<file path="src/rtl/stack_unit.sv">
`timescale 1ns/1ps
// stack_unit: operand stack for the stack-based multicycle datapath.
// Accepts one Push/Pop/ToS command per cycle from the controller, keeps the
// stack pointer (which doubles as occupancy) and sticky overflow/underflow
// flags, and drives the top entry combinationally so A/B can latch it in the
// same state that asserts ToS.
module stack_unit #(
    parameter int WIDTH = 8,
    parameter int DEPTH = 16,
    localparam int AW = $clog2(DEPTH)
) (
    input  logic             clk,
    input  logic             rst,
    input  logic             push,
    input  logic             pop,
    input  logic             tos,
    input  logic [WIDTH-1:0] din,
    input  logic             clr_err,
    output logic [WIDTH-1:0] dout,
    output logic [AW:0]      count,
    output logic             empty,
    output logic             full,
    output logic             overflow,
    output logic             underflow
);

    localparam logic [AW:0] SP_FULL = (AW+1)'(DEPTH);
    localparam logic [AW:0] SP_ONE  = (AW+1)'(1);

    // storage; deliberately not reset, slots above sp are don't-care
    logic [WIDTH-1:0] mem_q [DEPTH];

    // sp is both the next free slot and the occupancy
    logic [AW:0]      sp_q, sp_d;
    logic             ovf_q, ovf_d;
    logic             unf_q, unf_d;

    logic             stk_empty, stk_full;
    logic [AW-1:0]    top_idx;
    logic             wr_en;
    logic [AW-1:0]    wr_idx;
    logic             ovf_set, unf_set;

    assign stk_empty = (sp_q == '0);
    assign stk_full  = (sp_q == SP_FULL);

    // sp-1 truncated to an index; only meaningful when not empty
    assign top_idx   = AW'(sp_q - SP_ONE);

    // Combinational top-of-stack read: always the pre-edge top, gated by tos
    always_comb begin
        dout = '0;
        if (tos && !stk_empty)
            dout = mem_q[top_idx];
    end

    // Command decode: next sp, memory write and error events
    always_comb begin
        sp_d    = sp_q;
        wr_en   = 1'b0;
        wr_idx  = sp_q[AW-1:0];
        ovf_set = 1'b0;
        unf_set = 1'b0;
        unique case ({push, pop})
            2'b10: begin
                if (stk_full) begin
                    ovf_set = 1'b1;
                end else begin
                    wr_en  = 1'b1;
                    wr_idx = sp_q[AW-1:0];
                    sp_d   = sp_q + SP_ONE;
                end
            end
            2'b01: begin
                if (stk_empty)
                    unf_set = 1'b1;
                else
                    sp_d = sp_q - SP_ONE;
            end
            2'b11: begin
                // replace-top; on an empty stack this degenerates to a push
                wr_en = 1'b1;
                if (stk_empty) begin
                    wr_idx = '0;
                    sp_d   = SP_ONE;
                end else begin
                    wr_idx = top_idx;
                end
            end
            default: ;
        endcase
        // reading an empty stack is an error regardless of push/pop
        if (tos && stk_empty)
            unf_set = 1'b1;
    end

    // Sticky flags: a new event in the same cycle beats clr_err
    always_comb begin
        ovf_d = ovf_set | (ovf_q & ~clr_err);
        unf_d = unf_set | (unf_q & ~clr_err);
    end

    // Pointer and flag state with asynchronous reset
    always_ff @(posedge clk or posedge rst) begin
        if (rst) begin
            sp_q  <= '0;
            ovf_q <= 1'b0;
            unf_q <= 1'b0;
        end else begin
            sp_q  <= sp_d;
            ovf_q <= ovf_d;
            unf_q <= unf_d;
        end
    end

    // Storage write. While rst is high sp is pinned at 0, so any write lands
    // in slot 0, which is invalid at that point and invisible until a later
    // push overwrites it; no reset gating is needed here.
    always_ff @(posedge clk) begin
        if (wr_en)
            mem_q[wr_idx] <= din;
    end

    assign count     = sp_q;
    assign empty     = stk_empty;
    assign full      = stk_full;
    assign overflow  = ovf_q;
    assign underflow = unf_q;

endmodule

</file>
<file path="config.mk">
export PLATFORM = sky130hd
export DESIGN_NAME = stack_unit
export DESIGN_NICKNAME = d
export VERILOG_FILES = /design/src/rtl/stack_unit.sv
export SDC_FILE = /design/constraint.sdc
export NUM_CORES = 1
export LEC_CHECK = 0
export ABC_AREA = 1
export CAP_MARGIN = 20
export CORE_MARGIN = 3
export CORE_UTILIZATION = 50
export DETAILED_ROUTE_END_ITERATION = 10
export HOLD_SLACK_MARGIN = 0.08
export PLACE_DENSITY_LB_ADDON = 0.2
export SETUP_SLACK_MARGIN = 0.1
export SKIP_LAST_GASP = 1
export SLEW_MARGIN = 0
export SYNTH_ARGS = -nofsm -noshare
export SYNTH_HDL_FRONTEND = slang
export SYNTH_SLANG_ARGS = --single-unit
</file>
<file path="constraint.sdc">
create_clock -name clk -period 3.65 [get_ports clk]
set_input_delay 0.73 -clock clk [delete_from_list [all_inputs] [get_ports clk]]
set_output_delay 0.73 -clock clk [all_outputs]
set_load 0.1 [all_outputs]
</file>
==> flow_metrics.env, run 1 <==
export IMPL_syn_area_per_cell_sq_um=10.8
export IMPL_clkTransAtPathRegs_ns=0.06
export IMPL_grt_pass1_vias=4137
export IMPL_area_growth_pct=20.0
export IMPL_synth_net_count=569
export IMPL_netlist_area_leader_share_pct=64.3
export IMPL_setup_viol=0
export IMPL_die_h_um=115
export IMPL_critPathLaunch="count[0]$_DFFE_PP0P_"
export IMPL_cts_sinks=135
export IMPL_critPathCaptureType="output pin"
export IMPL_finalMaxSlewViolations=0
export IMPL_yosys_warnings=0
export IMPL_gp_congestion=0.848
export IMPL_cts_setup_buffers=0
export IMPL_fin_cells=746
export IMPL_cp_max_fo=19
export IMPL_start_util_pct=51.6
export IMPL_run_status="finished, final reports clean"
export IMPL_nNetsFinal=607
export IMPL_synthTopCellsByArea="edfxtp_1, nand2_1, nand3_1"
export IMPL_grt_antenna_before_repair=0
export IMPL_root_buffer="clkbuf_16"
export IMPL_drt_iter0_drc=434
export IMPL_cts_tree="done"
export IMPL_postCtsHoldBufs=0
export IMPL_hpwlAfterDp_um=8620
export IMPL_tns_ns=0
export IMPL_holdCritPathClass="reg -> reg"
export IMPL_grt_use_total_pct=23.0
export IMPL_wl_per_cell_um=18.8
export IMPL_rows=39
export IMPL_start_kind="flop"
export IMPL_rr_worst_depth=8
export IMPL_finalClockSkew_ns=0.00767
export IMPL_cp_num_buf_inv=4
export IMPL_cp_data_required_time_ns=2.92
export IMPL_numPortBuffers=30
export IMPL_drv_cap=0
export IMPL_drive_gt1_share_pct=15.3
export IMPL_final_antenna_net_count=0
export IMPL_place_ws_ns=0.507
export IMPL_path_cells="inv_2 > ha_1 > inv_1 > nand2_1 > nand2_4 > inv_4 > nand3_1 > nand3_1 > nand2_1 > nor2_4 > buf_12"
export IMPL_timing_fmax_mhz=293
export IMPL_grt_setup_unrepaired="false"
export IMPL_path_delay_family="simple AND/OR/NAND/NOR gates"
export IMPL_crit_end="dout[0]"
export IMPL_grt_max_degree=70
export IMPL_setup_slack_ns=0.235
export IMPL_ys_seq_area_share_pct=67.3
export IMPL_route_detailed_drc=0
export IMPL_critPathSlowestCell="dfrtp_4"
export IMPL_yosys_register_bits=135
export IMPL_cp_depth=11
export IMPL_crit_path_max_incr_delay_ns=0.47
export IMPL_r2r_start="count[0]$_DFFE_PP0P_"
export IMPL_die_area_sq_mm=0.0133
export IMPL_clk_latency_ns=0.42
export IMPL_mostFrequentLayoutCell="nand2_1"
export IMPL_worstPathArrival_ns=2.69
export IMPL_clockBufferDepth=2
export IMPL_core_area_sq_mm=0.0116
export IMPL_io_pins=31
export IMPL_via_count=4201
export IMPL_slew_headroom_pct=35.5
export IMPL_grt_overflow=0
export IMPL_fp_dieW_um=115
export IMPL_finalHoldViolCount=0
export IMPL_fin_crit_sh_pct=93.6
export IMPL_insertedDiodeCount=0
export IMPL_syn_area_sq_mm=0.00597
export IMPL_synthDistinctLibCells=29
export IMPL_synth_top_area_cell="edfxtp_1"
export IMPL_syn_inst=552
export IMPL_reg2reg_slack_ns=0.63
export IMPL_reg2reg_to="mem_q[12][6]$_DFFE_PP_"
export IMPL_placed_cells_incl_taps=714
export IMPL_final_cell_mix="nand2_1, edfxtp_1, nand3_1, nor2_1, inv_1"
export IMPL_htreeDepth=4
export IMPL_post_route_min_period_ns=3.42
export IMPL_critPathKind="reg -> out"
export IMPL_drt_first_pass_iters=6
export IMPL_tightest_slew_ns=0.965
export IMPL_drt_vias_per_instance=5.63
export IMPL_grt_pass1_wl_um=22300
export IMPL_postRouteWirelength_um=14000
export IMPL_cts_inserted_buffers=17
## synth_stat cells
| cell | instances |
|---|---|
| buf_2 | 15 |
| nand2_4 | 5 |
| buf_6 | 2 |
| xnor2_1 | 1 |
| inv_4 | 1 |
| o21ai_0 | 7 |
| nand3_4 | 1 |
| o21ai_2 | 1 |
| clkinv_2 | 1 |
| inv_1 | 18 |
| dfrtp_1 | 7 |
| edfxtp_1 | 128 |
| nand2_8 | 1 |
| nand2_1 | 180 |
| o22ai_1 | 2 |
| nand4_1 | 3 |
| nand2_2 | 6 |
| nand3_2 | 1 |
| nor2_1 | 34 |
| buf_4 | 5 |
| ha_1 | 3 |
| a21oi_4 | 2 |
| nor2_4 | 1 |
| a21oi_1 | 17 |
| clkbuf_1 | 3 |
| nand3_1 | 98 |
| inv_2 | 6 |
| a21oi_2 | 1 |
| nor2_2 | 2 |
## logic make-up after synthesis
logic type	after synthesis	synth area share, %
adder cells (fa/ha/maj)	3	0.628
AND/OR/NAND/NOR	332	24.7
buffers and inverters	51	4.15
flip-flops	135	67.3
XOR/XNOR	1	0.147
AO/OA/AOI/OAI	30	3.06
## worst min-delay path by stage
stage	from	end	slack [ns]	depth (start not counted)
global placement	count[1]$_DFFE_PP0P_	count[1]$_DFFE_PP0P_	0.51	2
detailed placement	count[1]$_DFFE_PP0P_	count[1]$_DFFE_PP0P_	0.52	2
floorplan	rst	count[2]$_DFFE_PP0P_	0.53	1
finish	overflow$_DFF_PP0_	overflow$_DFF_PP0_	0.53	2
CTS	overflow$_DFF_PP0_	overflow$_DFF_PP0_	0.54	2
global route	overflow$_DFF_PP0_	overflow$_DFF_PP0_	0.56	2
## sequential cells by signal, indices dropped and copies added (netlist names)
signal and count:
underflow 1, overflow 1, count 5, mem_q 128
## timing repair
action | in CTS | in global routing
resized for setup | 2 | 5
endpoints found under the setup margin | 8 | 8
cloned | 0 | 0
pin swaps | 0 | 0
## worst reg2reg max path, stage by stage (launching register included)
cell and delay (ns):
dfrtp_4 0.47, inv_2 0.27, buf_6 0.43, nand3_1 0.18
nand2_1 0.11, nand2_2 0.15, o22ai_1 0.26, nand2_1 0.16
nor2_1 0.62
## cell type report
class	count	area (sq um)
fillers	886	4400
repair buffers	44	505
flip-flops and latches	135	4020
multi-input cells	366	1780
inverters	26	106
clock inverters	13	136
well taps	143	179
clock buffers	19	433
## per-layer routing
layer  up-vias  track usage [%]  share of wire [%]
met4         0             9.15                1.9
met3        24             6.05                7.6
met2       179             37.0                 49
met1      2025             30.1                 41
met5         -                0                  0
li1       1973                -                  -
## per-stage QoR
step | area, sq um | hold slack (ns) | utilization [%]
4_1_cts | 7150 | 0.541 | 61.8
3_5_place_dp | 6570 | 0.523 | 56.8
6_report | 7170 | 0.534 | 62.0
3_3_place_gp | 6570 | 0.513 | 56.8
5_1_grt | 7170 | 0.565 | 62.0
2_1_floorplan | 6040 | 0.533 | -
Power of run 1 is left out: the tool's default activity adds up to more than one toggle a clock period on the data nets, which glitch-free logic cannot reach.
==> inputs of run 2 (changes only) <==
clock period = 2.9 ns   (was 3.65 ns; I/O delays follow)
==> run 2 against run 1 <==
Core utilization increased by 4.7 points. Worst setup slack got worse by 0.16 ns. Wire length rose by 9.0%. Die area unchanged. First-iteration DRC count up 12%. Register-to-register slack lost 0.09 ns. Via count increased by 5.0%. Sequential share of layout area decreased by 4.0 points. Critical path depth fell by 2. Largest cell class unchanged.
==> flow_metrics.env, run 2 (synthesis gave the netlist of run 1 again) <==
export IMPL_holdCritPathClass="in -> async"
export IMPL_tns_ns=0
export IMPL_die_area_sq_mm=0.0133
export IMPL_worstPathArrival_ns=2.24
export IMPL_drt_first_pass_iters=6
export IMPL_wl_per_cell_um=19.8
export IMPL_postRouteWirelength_um=15300
export IMPL_insertedDiodeCount=0
export IMPL_drive_gt1_share_pct=28.1
export IMPL_grt_use_total_pct=24.0
export IMPL_run_status="finished, final reports clean"
export IMPL_largest_reg_flops=128
export IMPL_gp_congestion=0.905
export IMPL_root_buffer="clkbuf_16"
export IMPL_post_route_min_period_ns=2.82
export IMPL_placed_cells_incl_taps=723
export IMPL_mostFrequentLayoutCell="nand2_1"
export IMPL_cts_tree="done"
export IMPL_critPathKind="reg -> out"
export IMPL_start_util_pct=51.6
export IMPL_hpwlAfterDp_um=9440
export IMPL_timing_fmax_mhz=354
export IMPL_grt_pass1_wl_um=23200
export IMPL_grt_max_degree=70
export IMPL_die_h_um=115
export IMPL_fin_cells=773
export IMPL_grt_setup_unrepaired="true"
export IMPL_start_kind="flop"
export IMPL_fin_crit_sh_pct=97.4
export IMPL_cp_data_required_time_ns=2.32
export IMPL_route_detailed_drc=0
export IMPL_top_register="mem_q"
export IMPL_grt_pass1_vias=4171
export IMPL_fp_dieW_um=115
export IMPL_setup_viol=0
export IMPL_finalHoldViolCount=0
export IMPL_critPathCaptureType="output pin"
export IMPL_finalClockSkew_ns=0.00758
export IMPL_clockBufferDepth=2
export IMPL_core_area_sq_mm=0.0116
export IMPL_rr_worst_depth=13
export IMPL_final_cell_mix="nand2_1, edfxtp_1, nand3_1, buf_4, nand3_2"
export IMPL_cts_inserted_buffers=17
export IMPL_io_pins=31
export IMPL_drv_cap=0
export IMPL_clk_latency_ns=0.42
export IMPL_cts_sinks=135
export IMPL_numPortBuffers=30
export IMPL_tightest_slew_ns=0.887
export IMPL_grt_antenna_before_repair=0
export IMPL_drt_vias_per_instance=5.71
export IMPL_cp_max_fo=6
export IMPL_slew_headroom_pct=40.7
export IMPL_finalMaxSlewViolations=0
export IMPL_final_antenna_net_count=0
export IMPL_drt_iter0_drc=486
export IMPL_nNetsFinal=634
export IMPL_area_growth_pct=29.2
export IMPL_htreeDepth=4
export IMPL_clkTransAtPathRegs_ns=0.06
export IMPL_via_count=4411
export IMPL_grt_overflow=0
export IMPL_rows=39
run 2: timing repair:
item,CTS,global route
pin swaps,15,9
hold buffers,0,0
buffers inserted,13,2
cloned,3,0
gates resized for setup,47,23
endpoints found under the setup margin,8,8
run 2: stage by stage:
step	util, %	area, sq um	worst slack (ns)	hold WS (ns)
floorplan	-	6140	-0.105	0.383
global placement	57.9	6700	0.326	0.511
detailed placement	57.9	6700	0.281	0.516
CTS	65.8	7610	0.0873	0.409
global route	66.7	7710	-0.00364	0.444
finish	66.7	7710	0.0766	0.405
run 2: metal layers:
metal | track usage [%] | vias to the layer above | wire, um
met5 | 0 | - | 0
met4 | 9.00 | 0 | 364
met3 | 6.21 | 33 | 1350
met2 | 36.8 | 224 | 7200
met1 | 33.1 | 2117 | 6370
li1 | - | 2037 | -
run 2: worst paths after layout:
kind,from,to,slack [ns]
max in group asynchronous,rst,count[0]$_DFFE_PP0P_,2.23
worst min-delay path,rst,count[0]$_DFFE_PP0P_,0.40
worst min register to register,overflow$_DFF_PP0_,overflow$_DFF_PP0_,0.54
min in group clk,overflow$_DFF_PP0_,overflow$_DFF_PP0_,0.54
worst max register to register,count[0]$_DFFE_PP0P_,mem_q[8][6]$_DFFE_PP_,0.54
worst max-delay path,count[1]$_DFFE_PP0P_,dout[6],0.08
run 2: critical path, stage by stage (launching register included):
cell        delay (ns)
dfrtp_2           0.38
clkinvlp_4        0.14
ha_4              0.36
buf_4             0.14
buf_12            0.11
nand3_1           0.09
nand3_2           0.11
nand3_4           0.10
a21oi_4           0.18
buf_12            0.19
run 2: cell type report:
class,instances,area [sq um]
inverters,26,134
repair buffers,70,791
clock inverters,5,48.8
repair inverters,1,11.3
fillers,869,3850
flip-flops and latches,135,4020
multi-input cells,366,2010
well taps,143,179
clock buffers,27,513
Power of run 2 is left out for the same reason.
